`src/rtl/word_narrow_unit.sv`:
```
// word_narrow_unit
// Streaming 32-to-16-bit narrowing stage. Each accepted word is range-checked
// (signed or unsigned), then truncated or saturated to 16 bits with a per-word
// overflow flag. An output register plus one skid register decouple the input
// handshake from downstream backpressure. A saturating counter tallies
// accepted words that overflowed.
module word_narrow_unit #(
    parameter int IN_W  = 32,
    parameter int OUT_W = 16,
    parameter int CNT_W = 16
) (
    input  logic             Clk,
    input  logic             Rst_n,
    input  logic             in_valid,
    output logic             in_ready,
    input  logic [IN_W-1:0]  in_data,
    input  logic             in_signed,
    input  logic             in_sat,
    output logic             out_valid,
    input  logic             out_ready,
    output logic [OUT_W-1:0] out_data,
    output logic             out_ovf,
    input  logic             clr_count,
    output logic [CNT_W-1:0] ovf_count
);

    // Occupancy of the output/skid buffer pair.
    typedef enum logic [1:0] {
        ST_EMPTY = 2'd0,
        ST_ONE   = 2'd1,
        ST_TWO   = 2'd2
    } state_t;

    state_t             state_q, state_d;
    logic               in_ready_q, in_ready_d;
    logic [OUT_W-1:0]   out_data_q, out_data_d;
    logic               out_ovf_q, out_ovf_d;
    logic [OUT_W-1:0]   skid_data_q, skid_data_d;
    logic               skid_ovf_q, skid_ovf_d;
    logic [CNT_W-1:0]   cnt_q, cnt_d;

    logic               in_fire;
    logic               out_fire;
    logic [OUT_W:0]     nar;
    logic [OUT_W-1:0]   nar_data;
    logic               nar_ovf;

    // Range check plus truncate/saturate; returns {ovf, result}.
    // Signed fits when the top IN_W-OUT_W+1 bits are a pure sign extension;
    // unsigned fits when the top IN_W-OUT_W bits are zero.
    function automatic logic [OUT_W:0] narrow_word(input logic [IN_W-1:0] d,
                                                   input logic            sgn,
                                                   input logic            sat);
        logic             fits;
        logic [OUT_W-1:0] res;
        if (sgn) begin
            fits = (&d[IN_W-1:OUT_W-1]) | ~(|d[IN_W-1:OUT_W-1]);
        end else begin
            fits = ~(|d[IN_W-1:OUT_W]);
        end
        res = d[OUT_W-1:0];
        if (!fits && sat) begin
            if (sgn) begin
                res = d[IN_W-1] ? {1'b1, {(OUT_W-1){1'b0}}}
                                : {1'b0, {(OUT_W-1){1'b1}}};
            end else begin
                res = {OUT_W{1'b1}};
            end
        end
        return {~fits, res};
    endfunction

    assign nar      = narrow_word(in_data, in_signed, in_sat);
    assign nar_data = nar[OUT_W-1:0];
    assign nar_ovf  = nar[OUT_W];

    assign in_fire   = in_valid & in_ready_q;
    assign out_fire  = out_valid & out_ready;

    assign in_ready  = in_ready_q;
    assign out_valid = (state_q != ST_EMPTY);
    assign out_data  = out_data_q;
    assign out_ovf   = out_ovf_q;
    assign ovf_count = cnt_q;

    // Next-state and buffer steering: where the incoming word lands and when the skid drains.
    always_comb begin
        state_d     = state_q;
        out_data_d  = out_data_q;
        out_ovf_d   = out_ovf_q;
        skid_data_d = skid_data_q;
        skid_ovf_d  = skid_ovf_q;
        case (state_q)
            ST_EMPTY: begin
                if (in_fire) begin
                    state_d    = ST_ONE;
                    out_data_d = nar_data;
                    out_ovf_d  = nar_ovf;
                end
            end
            ST_ONE: begin
                if (in_fire && out_fire) begin
                    out_data_d = nar_data;
                    out_ovf_d  = nar_ovf;
                end else if (in_fire) begin
                    state_d     = ST_TWO;
                    skid_data_d = nar_data;
                    skid_ovf_d  = nar_ovf;
                end else if (out_fire) begin
                    state_d = ST_EMPTY;
                end
            end
            ST_TWO: begin
                // in_ready is low here, so only the drain side can move.
                if (out_fire) begin
                    state_d    = ST_ONE;
                    out_data_d = skid_data_q;
                    out_ovf_d  = skid_ovf_q;
                end
            end
            default: begin
                state_d = ST_EMPTY;
            end
        endcase
        // Registered ready: looks only at where we are going, never at out_ready directly.
        in_ready_d = (state_d != ST_TWO);
    end

    // Overflow event counter: clear wins over hold, but a same-cycle overflow still counts once.
    always_comb begin
        cnt_d = cnt_q;
        if (clr_count) begin
            cnt_d = (in_fire && nar_ovf) ? CNT_W'(1) : '0;
        end else if (in_fire && nar_ovf && (cnt_q != {CNT_W{1'b1}})) begin
            cnt_d = cnt_q + 1'b1;
        end
    end

    // Control state: occupancy, registered ready and the event counter.
    always_ff @(posedge Clk or negedge Rst_n) begin
        if (!Rst_n) begin
            state_q    <= ST_EMPTY;
            in_ready_q <= 1'b1;
            cnt_q      <= '0;
        end else begin
            state_q    <= state_d;
            in_ready_q <= in_ready_d;
            cnt_q      <= cnt_d;
        end
    end

    // Data registers: output word and skid word, each with its overflow flag.
    always_ff @(posedge Clk or negedge Rst_n) begin
        if (!Rst_n) begin
            out_data_q  <= '0;
            out_ovf_q   <= 1'b0;
            skid_data_q <= '0;
            skid_ovf_q  <= 1'b0;
        end else begin
            out_data_q  <= out_data_d;
            out_ovf_q   <= out_ovf_d;
            skid_data_q <= skid_data_d;
            skid_ovf_q  <= skid_ovf_d;
        end
    end

endmodule

```
`config.mk`:
```
export PLATFORM = sky130hd
export DESIGN_NAME = word_narrow_unit
export DESIGN_NICKNAME = d
export VERILOG_FILES = /design/src/rtl/word_narrow_unit.sv
export SDC_FILE = /design/constraint.sdc
export NUM_CORES = 1
export LEC_CHECK = 0
export BUFFER_PORTS_ARGS = -buffer_cell sky130_fd_sc_hd__buf_2
export CORE_ASPECT_RATIO = 1.25
export CORE_UTILIZATION = 45
export CTS_CLUSTER_DIAMETER = 120
export CTS_CLUSTER_SIZE = 14
export DETAILED_ROUTE_END_ITERATION = 10
export HOLD_SLACK_MARGIN = 0.05
export PLACE_DENSITY_LB_ADDON = 0.25
export SYNTH_ARGS = -nofsm -noshare
export SYNTH_HDL_FRONTEND = slang
export SYNTH_SLANG_ARGS = --single-unit
```
`constraint.sdc`:
```
create_clock -name Clk -period 2.6 [get_ports Clk]
set_input_delay 0.52 -clock Clk [delete_from_list [all_inputs] [get_ports Clk]]
set_output_delay 0.52 -clock Clk [all_outputs]
set_load 0.02 [all_outputs]
```
### Yosys cells after proc, flatten, opt, wreduce, memory -nomap -nowiden

Index checks and enable logic that the tools add are counted.

* register bits after elaboration: 53
* word-level logic and storage cells: 57
* input port bits: 39

* equality and inequality tests: 7
* bitwise gates (word level): 7
* $add $sub $neg: 1
* reductions and logical operators: 14
* muxes and demuxes: 21

Operators by type and width (count)
* 16-bit 2-to-1 mux: 8
* 16-bit case mux with 3 select lines: 1
* 17-bit AND reduction: 1
* 17-bit OR reduction: 1
* 16-bit by 1-bit adder with 16-bit output (second input constant): 1
* 16-bit != test (second input constant): 1
* 16-bit OR reduction: 1
* 2-bit 2-to-1 mux: 5
* 2-bit != test (second input constant): 4
* 2-bit case mux with 3 select lines: 1
* 1-bit 2-to-1 mux: 5
* 1-bit logical AND: 4
* 1-bit inverter: 4
* 4-bit AND reduction: 1
* 2-bit nonzero test: 2
* 1-bit case mux with 3 select lines: 1
* 3-bit AND reduction: 1
* 3-bit nonzero test: 1
* 1-bit AND: 2
* 2-bit by 1-bit == test with 1-bit output (second input constant): 1
* 2-bit == test (second input constant): 1
* 2-bit logical NOT: 1
* 1-bit logical NOT: 1
* 1-bit OR: 1

### Logic depth before layout (Yosys ltp)

Gate-level depths: netlist of run 1.

* word-level depth: 9
* depth in mapped cells: 7

### Worst setup path after synthesis of run 1

OpenSTA, ideal clock, no wires.

* kind: register to register
* start: reg in_ready_q, in the netlist in_ready
* end: reg cnt_q[5], in the netlist ovf_count[5]
* arrival time: 1.990 ns
* required time: 2.522 ns
* library setup time: 0.078 ns
* setup slack: 0.532 ns
* cell stages (with the launch flop): 7
* cells stage by stage: dfstp_2 -> nand2_1 -> or3_1 -> or2_1 -> clkbuf_1 -> or3_2 -> a21oi_1

* cells in the longest elaborated chain, start to end: 4

RTL lines
* start: declaration: RTL line 35 `logic in_ready_q, in_ready_d;`
* start signal: assignment: RTL line 147 `in_ready_q <= in_ready_d;`
* 1-bit AND: RTL line 77 `assign in_fire = in_valid & in_ready_q;`
* 1-bit logical AND (2 in a row): RTL line 134 `end else if (in_fire && nar_ovf && (cnt_q != {CNT_W{1'b1}})) begin`
* 2-bit nonzero test (no source line)
* end signal: assignment: RTL line 148 `cnt_q <= cnt_d;`
* end: declaration: RTL line 40 `logic [CNT_W-1:0] cnt_q, cnt_d;`

Every way passes these cells.
A chain may end at the register's enable or synchronous reset.

### Worst setup path in the final report of run 1

* start: reg cnt_q[0], in the netlist ovf_count[0]
* end: reg cnt_q[9], in the netlist ovf_count[9]

* cells in the longest elaborated chain, start to end: 3

RTL lines (RTL line)
* 16-bit by 1-bit adder with 16-bit output or 16-bit != test (tied branches): 135, 134
* 16-bit 2-to-1 mux or 1-bit logical AND (tied branches): 134
* 16-bit 2-to-1 mux or 2-bit nonzero test (tied branches)

Parallel ways exist; a longest one is shown, timed or not. The select of a mux whose other input is x is not followed.

==> results of run 1 <==
worst max-delay path, cell delays in order (launching register included):
cell     delay, ps
dfrtp_1        440
ha_1           250
nand4_1        160
nor4_1          70
buf_4          180
or2_1          340
or4_1          440
a21oi_1        160
sequential cells by signal, indices dropped and copies added (netlist names):
register     count
out_ovf          1
in_ready         1
skid_data_q     16
out_data        16
skid_ovf_q       1
ovf_count       16
state_q          2
cell usage after synthesis (all sizes together):
library cell  instances
o21ba                 1
a21oi                45
nor2                 20
or2                   5
nand2b                3
mux2i                 3
nand2                33
or4                  11
dfrtp                52
o31ai                 7
o21ai                26
nor3                  2
and2                  1
nand3b                1
o31a                  1
o22ai                16
o21bai                2
buf                   6
and3                  1
ha                    1
a21o                  1
a21boi                1
nor2b                 4
mux2                  3
nor4                  8
dfstp                 1
clkbuf               13
inv                   2
nand4                 9
o32ai                 1
nand3                 3
or3                   6
worst paths after layout:
kind | start | endpoint | slack [ps]
min in group Clk | skid_data_q[5] | skid_data_q[5] | 490
max in group asynchronous | Rst_n | in_ready | 1890
hold / removal | Rst_n | ovf_count[14] | 90
setup / recovery | ovf_count[0] | ovf_count[9] | 480
setup reg to reg | ovf_count[0] | ovf_count[9] | 480
hold reg to reg | skid_data_q[5] | skid_data_q[5] | 490
power by group:
part           leakage (nW)  switching (mW)  internal (mW)
logic                 0.740           0.573          0.357
clock network        0.0549           0.276          0.247
registers             0.655           0.165           1.10
total                  1.45            1.01           1.71
cell families (layout without fill, tap and decap cells):
group / after synthesis / after routing
simple gates: 107 / 107
mux: 6 / 6
flops: 53 / 53
fa+ha+maj: 1 / 1
buf+inv: 21 / 95
compound gates: 101 / 101
layer usage:
metal | GRT usage | wire length, um | up-vias
li1 | - | - | 1208
met1 | 0.2729 | 2826 | 1152
met2 | 0.3870 | 3171 | 61
met3 | 0.03935 | 275 | 4
met4 | 0.06000 | 66 | 0
met5 | 0 | 0 | -
cell usage in the layout (no fill, tap or decap), types with 2 or more instances in the layout:
| cell type | instances |
|---|---|
| mux2_2 | 3 |
| o21ai_1 | 2 |
| inv_1 | 2 |
| or2_2 | 2 |
| o31ai_1 | 6 |
| o22ai_1 | 16 |
| buf_4 | 11 |
| nand2_1 | 33 |
| clkbuf_8 | 7 |
| nand2b_1 | 3 |
| mux2i_1 | 2 |
| nor4_1 | 8 |
| nand4_1 | 8 |
| or2_1 | 3 |
| or4_1 | 11 |
| or3_1 | 5 |
| a21oi_1 | 45 |
| nor2b_1 | 4 |
| o21ai_0 | 24 |
| nand3_1 | 3 |
| nor3_1 | 2 |
| nor2_1 | 20 |
| dfrtp_1 | 52 |
| buf_2 | 73 |
final cells by class:
cell class	instances	area, um2	share of cell area
Tap cell	64	80.08	0.02500
Sequential cell	53	1328	0.4145
Clock inverter	1	8.758	0.002734
Multi-Input combinational cell	215	1215	0.3793
Inverter	2	7.507	0.002344
Clock buffer	7	96.34	0.03008
Timing Repair Buffer	85	467.9	0.1461
==> results.py, run 1 <==
metrics = {
    "yosys": {
        "synth_xor_area_frac": 0,
        "synth_cell_type_count": 39,
        "synth.area.top_cells": "dfrtp_1, a21oi_1, nand2_1, o21ai_0, o22ai_1",
        "yosysSeqAreaShare": 0.5055,
        "netlist_area_mm2": 0.002626,
        "synth_compound_area_frac": 0.2196,
        "synth_top_family_by_area": "compound AO/OA/AOI/OAI gates",
        "syn_inst": 289,
        "synth.avg_cell_area_um2": 9.087,
        "synth.ff_latch_count": 53,
        "synth-simple-area-share": 0.2106,
        "post-synth-top-area-fraction": 0.4955,
        "synth_warnings": 0,
        "syn-num-nets": 329,
        "synthMuxAreaShare": 0.02430,
        "synth_fa_ha_area_frac": 0.004764,
        "synth_top_area_cell": "dfrtp_1",
    },
    "timing": {
        "worst_slew_pin_slew_ps": 551.8,
        "hold_violations": 0,
        "relSlewSlack": 0.6299,
        "holdWs_ps": 93.86,
        "rsz0062_at_grt": "false",
        "drv_slew": 0,
        "period_share": 0.8154,
        "fmax_ghz": 0.4717,
        "report.final.setup_viol": 0,
        "setup_tns_ps": 0,
        "fin_skew_ps": 11.78,
        "postLayoutSetupSlackWorst_ps": 479.9,
        "post-route-min-period_ps": 2120,
    },
    "floorplan": {
        "die_x_um": 70.33,
        "floorplan.initialDensity": 0.4760,
        "die_area_mm2": 0.006148,
        "die_h_um": 87.41,
        "rows": 30,
        "core-area_mm2": 0.005518,
        "ios": 74,
    },
    "layout": {
        "final_core_util": 0.5805,
        "drive_above_1_share": 0.2893,
        "instances_no_fill": 427,
        "finalInstanceArea_mm2": 0.003203,
        "area_delta_synth_final_pct": 21.96,
        "nFillCells": 514,
        "antenna_cells_inserted": 0,
        "nets": 402,
    },
    "run_status": {
        "status": "finished, final reports clean",
    },
    "placed_design": {
        "io_buffers": 73,
        "dp_slack_ps": 320.6,
        "dpl-instance-area_mm2": 0.003098,
        "post-place-cells": 419,
        "place.gp.congestion": 0.7664,
        "place_hpwl_um": 4462,
    },
    "global_routing": {
        "overflow": 0,
        "antenna_found_initial": 0,
        "grt_pass1_wl_um": 10740,
        "first_global_vias": 2278,
        "grt_max_degree": 31,
        "grt_usage": 0.2184,
    },
    "clocking": {
        "cts_root_buf": "clkbuf_8",
        "ctsHoldBuffers": 0,
        "numCtsBuffers": 5,
        "path_clk_slew_ps": 100,
        "post-cts-setup-buffers": 0,
        "cts_max_level": 2,
        "cts_max_path_buffers": 2,
        "clock_latency_ps": 310,
        "clock-sinks": 53,
        "post_cts_resized": 0,
        "cts_tree": "done",
    },
    "routing": {
        "drtAntennaViolNets": 0,
        "wl_per_cell_um": 14.85,
        "route.vias.total": 2425,
        "drt-total-wl_um": 6339,
        "drc": 0,
        "dr.first_iter.drc_count": 95,
        "via_per_inst": 5.679,
        "drt_first_pass_iters": 7,
    },
    "critical_path": {
        "required_ps": 2830,
        "criticalPathCategory": "register to register",
        "reg2reg_depth": 7,
        "arrival_ps": 2350,
        "cp_max_fo": 15,
        "worstSetupStartpointType": "register",
        "cp-end-kind": "register",
    },
    "power_and_ir_drop": {
        "leakagePower_nw": 1.450,
        "powerDensity_mw_per_mm2": 849.6,
        "p_total_mw": 2.721,
        "ir_worst_vdd_uv": 571.4,
    },
    "min_path": {
        "hold_class": "input pin to asynchronous set/reset pin",
    },
    "job": {
        "max-cap-violations": 0,
    },
}
Power figures use the tool's default switching activity.
==> inputs of run 2 (changes only) <==
clock period = 1.83 ns   (was 2.6 ns; I/O delays follow)
==> run 2 against run 1 <==
Effect of this change: the flow now finishes with violations (negative setup slack); sequential power is 43% higher; critical path type unchanged; largest power group unchanged; clock skew fell by 7.9 ps; die area unchanged.
==> results.py, run 2 (synthesized netlist as in run 1, its figures left out) <==
metrics = {
    "timing": {
        "drv_slew": 0,
        "fin_skew_ps": 3.916,
        "postLayoutSetupSlackWorst_ps": -104.0,
        "period_share": 1.057,
        "hold_violations": 0,
        "report.final.setup_viol": 8,
        "rsz0062_at_grt": "true",
        "fmax_ghz": 0.5171,
        "relSlewSlack": 0.7155,
        "holdWs_ps": 30.02,
        "worst_slew_pin_slew_ps": 423.6,
        "post-route-min-period_ps": 1934,
    },
    "layout": {
        "antenna_cells_inserted": 0,
        "final_common_cell": "buf_2",
        "drive_above_1_share": 0.4150,
        "instances_no_fill": 464,
        "nFillCells": 460,
        "area_delta_synth_final_pct": 38.40,
        "final_cell_mix": "buf_2, dfrtp_1, a21oi_1, buf_4, nand2_1",
        "nets": 439,
    },
    "min_path": {
        "hold_class": "input pin to asynchronous set/reset pin",
    },
    "clocking": {
        "cts_max_path_buffers": 2,
        "ctsHoldBuffers": 0,
        "cts_max_level": 2,
        "clock-sinks": 53,
        "path_clk_slew_ps": 100,
        "clock_latency_ps": 300,
        "cts_tree": "done",
        "numCtsBuffers": 5,
        "cts_root_buf": "clkbuf_8",
    },
    "critical_path": {
        "required_ps": 2060,
        "crit_path_end": "ovf_count[15]",
        "cp-end-kind": "register",
        "reg2reg_depth": 5,
        "rr_endpoint": "ovf_count[15]",
        "cp_max_fo": 3,
        "r2r_slack_ps": -100,
        "worstSetupStartpointType": "register",
        "crit_start": "in_ready",
        "arrival_ps": 2170,
        "rr_startpoint": "in_ready",
        "criticalPathCategory": "register to register",
    },
    "power_and_ir_drop": {
        "ir_worst_vdd_uv": 718.6,
        "leakagePower_nw": 1.694,
        "p_total_mw": 3.973,
        "powerDensity_mw_per_mm2": 1093,
    },
    "routing": {
        "dr.first_iter.drc_count": 182,
        "drt-total-wl_um": 6940,
        "drt_first_pass_iters": 4,
        "wl_per_cell_um": 14.96,
        "via_per_inst": 5.718,
        "drtAntennaViolNets": 0,
        "route.vias.total": 2653,
        "drc": 0,
    },
    "placed_design": {
        "io_buffers": 73,
        "place_hpwl_um": 4863,
        "post-place-cells": 452,
        "dp_slack_ps": -198.3,
        "place.gp.congestion": 0.8154,
    },
    "global_routing": {
        "grt_pass1_wl_um": 11530,
        "antenna_found_initial": 0,
        "grt_max_degree": 54,
        "first_global_vias": 2519,
        "overflow": 0,
        "grt_usage": 0.2328,
    },
    "floorplan": {
        "die_x_um": 70.33,
        "core-area_mm2": 0.005518,
        "rows": 30,
        "floorplan.initialDensity": 0.4760,
        "ios": 74,
        "die_h_um": 87.41,
        "die_area_mm2": 0.006148,
    },
    "job": {
        "max-cap-violations": 0,
    },
    "run_status": {
        "violations": "negative setup slack",
        "status": "finished, violations left",
    },
}
run 2: cell count changes in the layout (fill, tap and decap cells not counted), sizes merged:
cell    change
inv         -1
clkbuf      -1
clkinv      +2
buf        +37
run 2: per-layer routing:
layer / GRT usage / part of all wire
met5: 0 / 0
met3: 0.03704 / 0.048
met2: 0.4182 / 0.52
met1: 0.2793 / 0.42
met4: 0.08727 / 0.016
run 2: metrics by stage:
stage	setup TNS, ps	area (um2)	utilization
after floorplan	-700.9	2685	-
after global placement	-6106	3416	0.6190
after detailed placement	-7505	3416	0.6190
after CTS	-598.1	3577	0.6483
after global routing	-1007	3635	0.6587
final	-334.8	3635	0.6587
run 2: critical path, cell delays in order, from the launching register on:
cell and delay [ps]:
dfstp_2 570, nand2_4 50, or3_4 320, or4_4 490, or3_1 310, a21oi_1 120
run 2: cell type report:
type,instances,area [um2],area share
Sequential cell,53,1335,0.3673
Clock buffer,6,82.58,0.02272
Multi-Input combinational cell,215,1338,0.3680
Tap cell,64,80.08,0.02203
Timing Repair Buffer,122,778.2,0.2141
Inverter,2,7.507,0.002065
Clock inverter,2,13.76,0.003787
run 2: worst min path at each step:
| stage | to | from | cells after the start |
|---|---|---|---|
| finish | ovf_count[15] | Rst_n | 2 |
| global route | ovf_count[12] | Rst_n | 2 |
| CTS | ovf_count[11] | Rst_n | 2 |
| detailed placement | ovf_count[15] | Rst_n | 2 |
| global placement | ovf_count[12] | Rst_n | 2 |
| floorplan | out_data[0] | Rst_n | 0 |
run 2: power by group:
part           switching (mW)  internal [mW]  leakage, nW
Combinational           0.872          0.597        0.997
Sequential              0.240           1.57        0.645
Clock                   0.387          0.308       0.0512
Total                    1.50           2.47         1.69
run 2: what timing repair did:
item / CTS / global route
setup buffers: 4 / 0
endpoints found under the hold margin: 0 / 0
pin swaps: 9 / 3
gates resized for setup: 7 / 12
setup endpoints to repair: 13 / 29
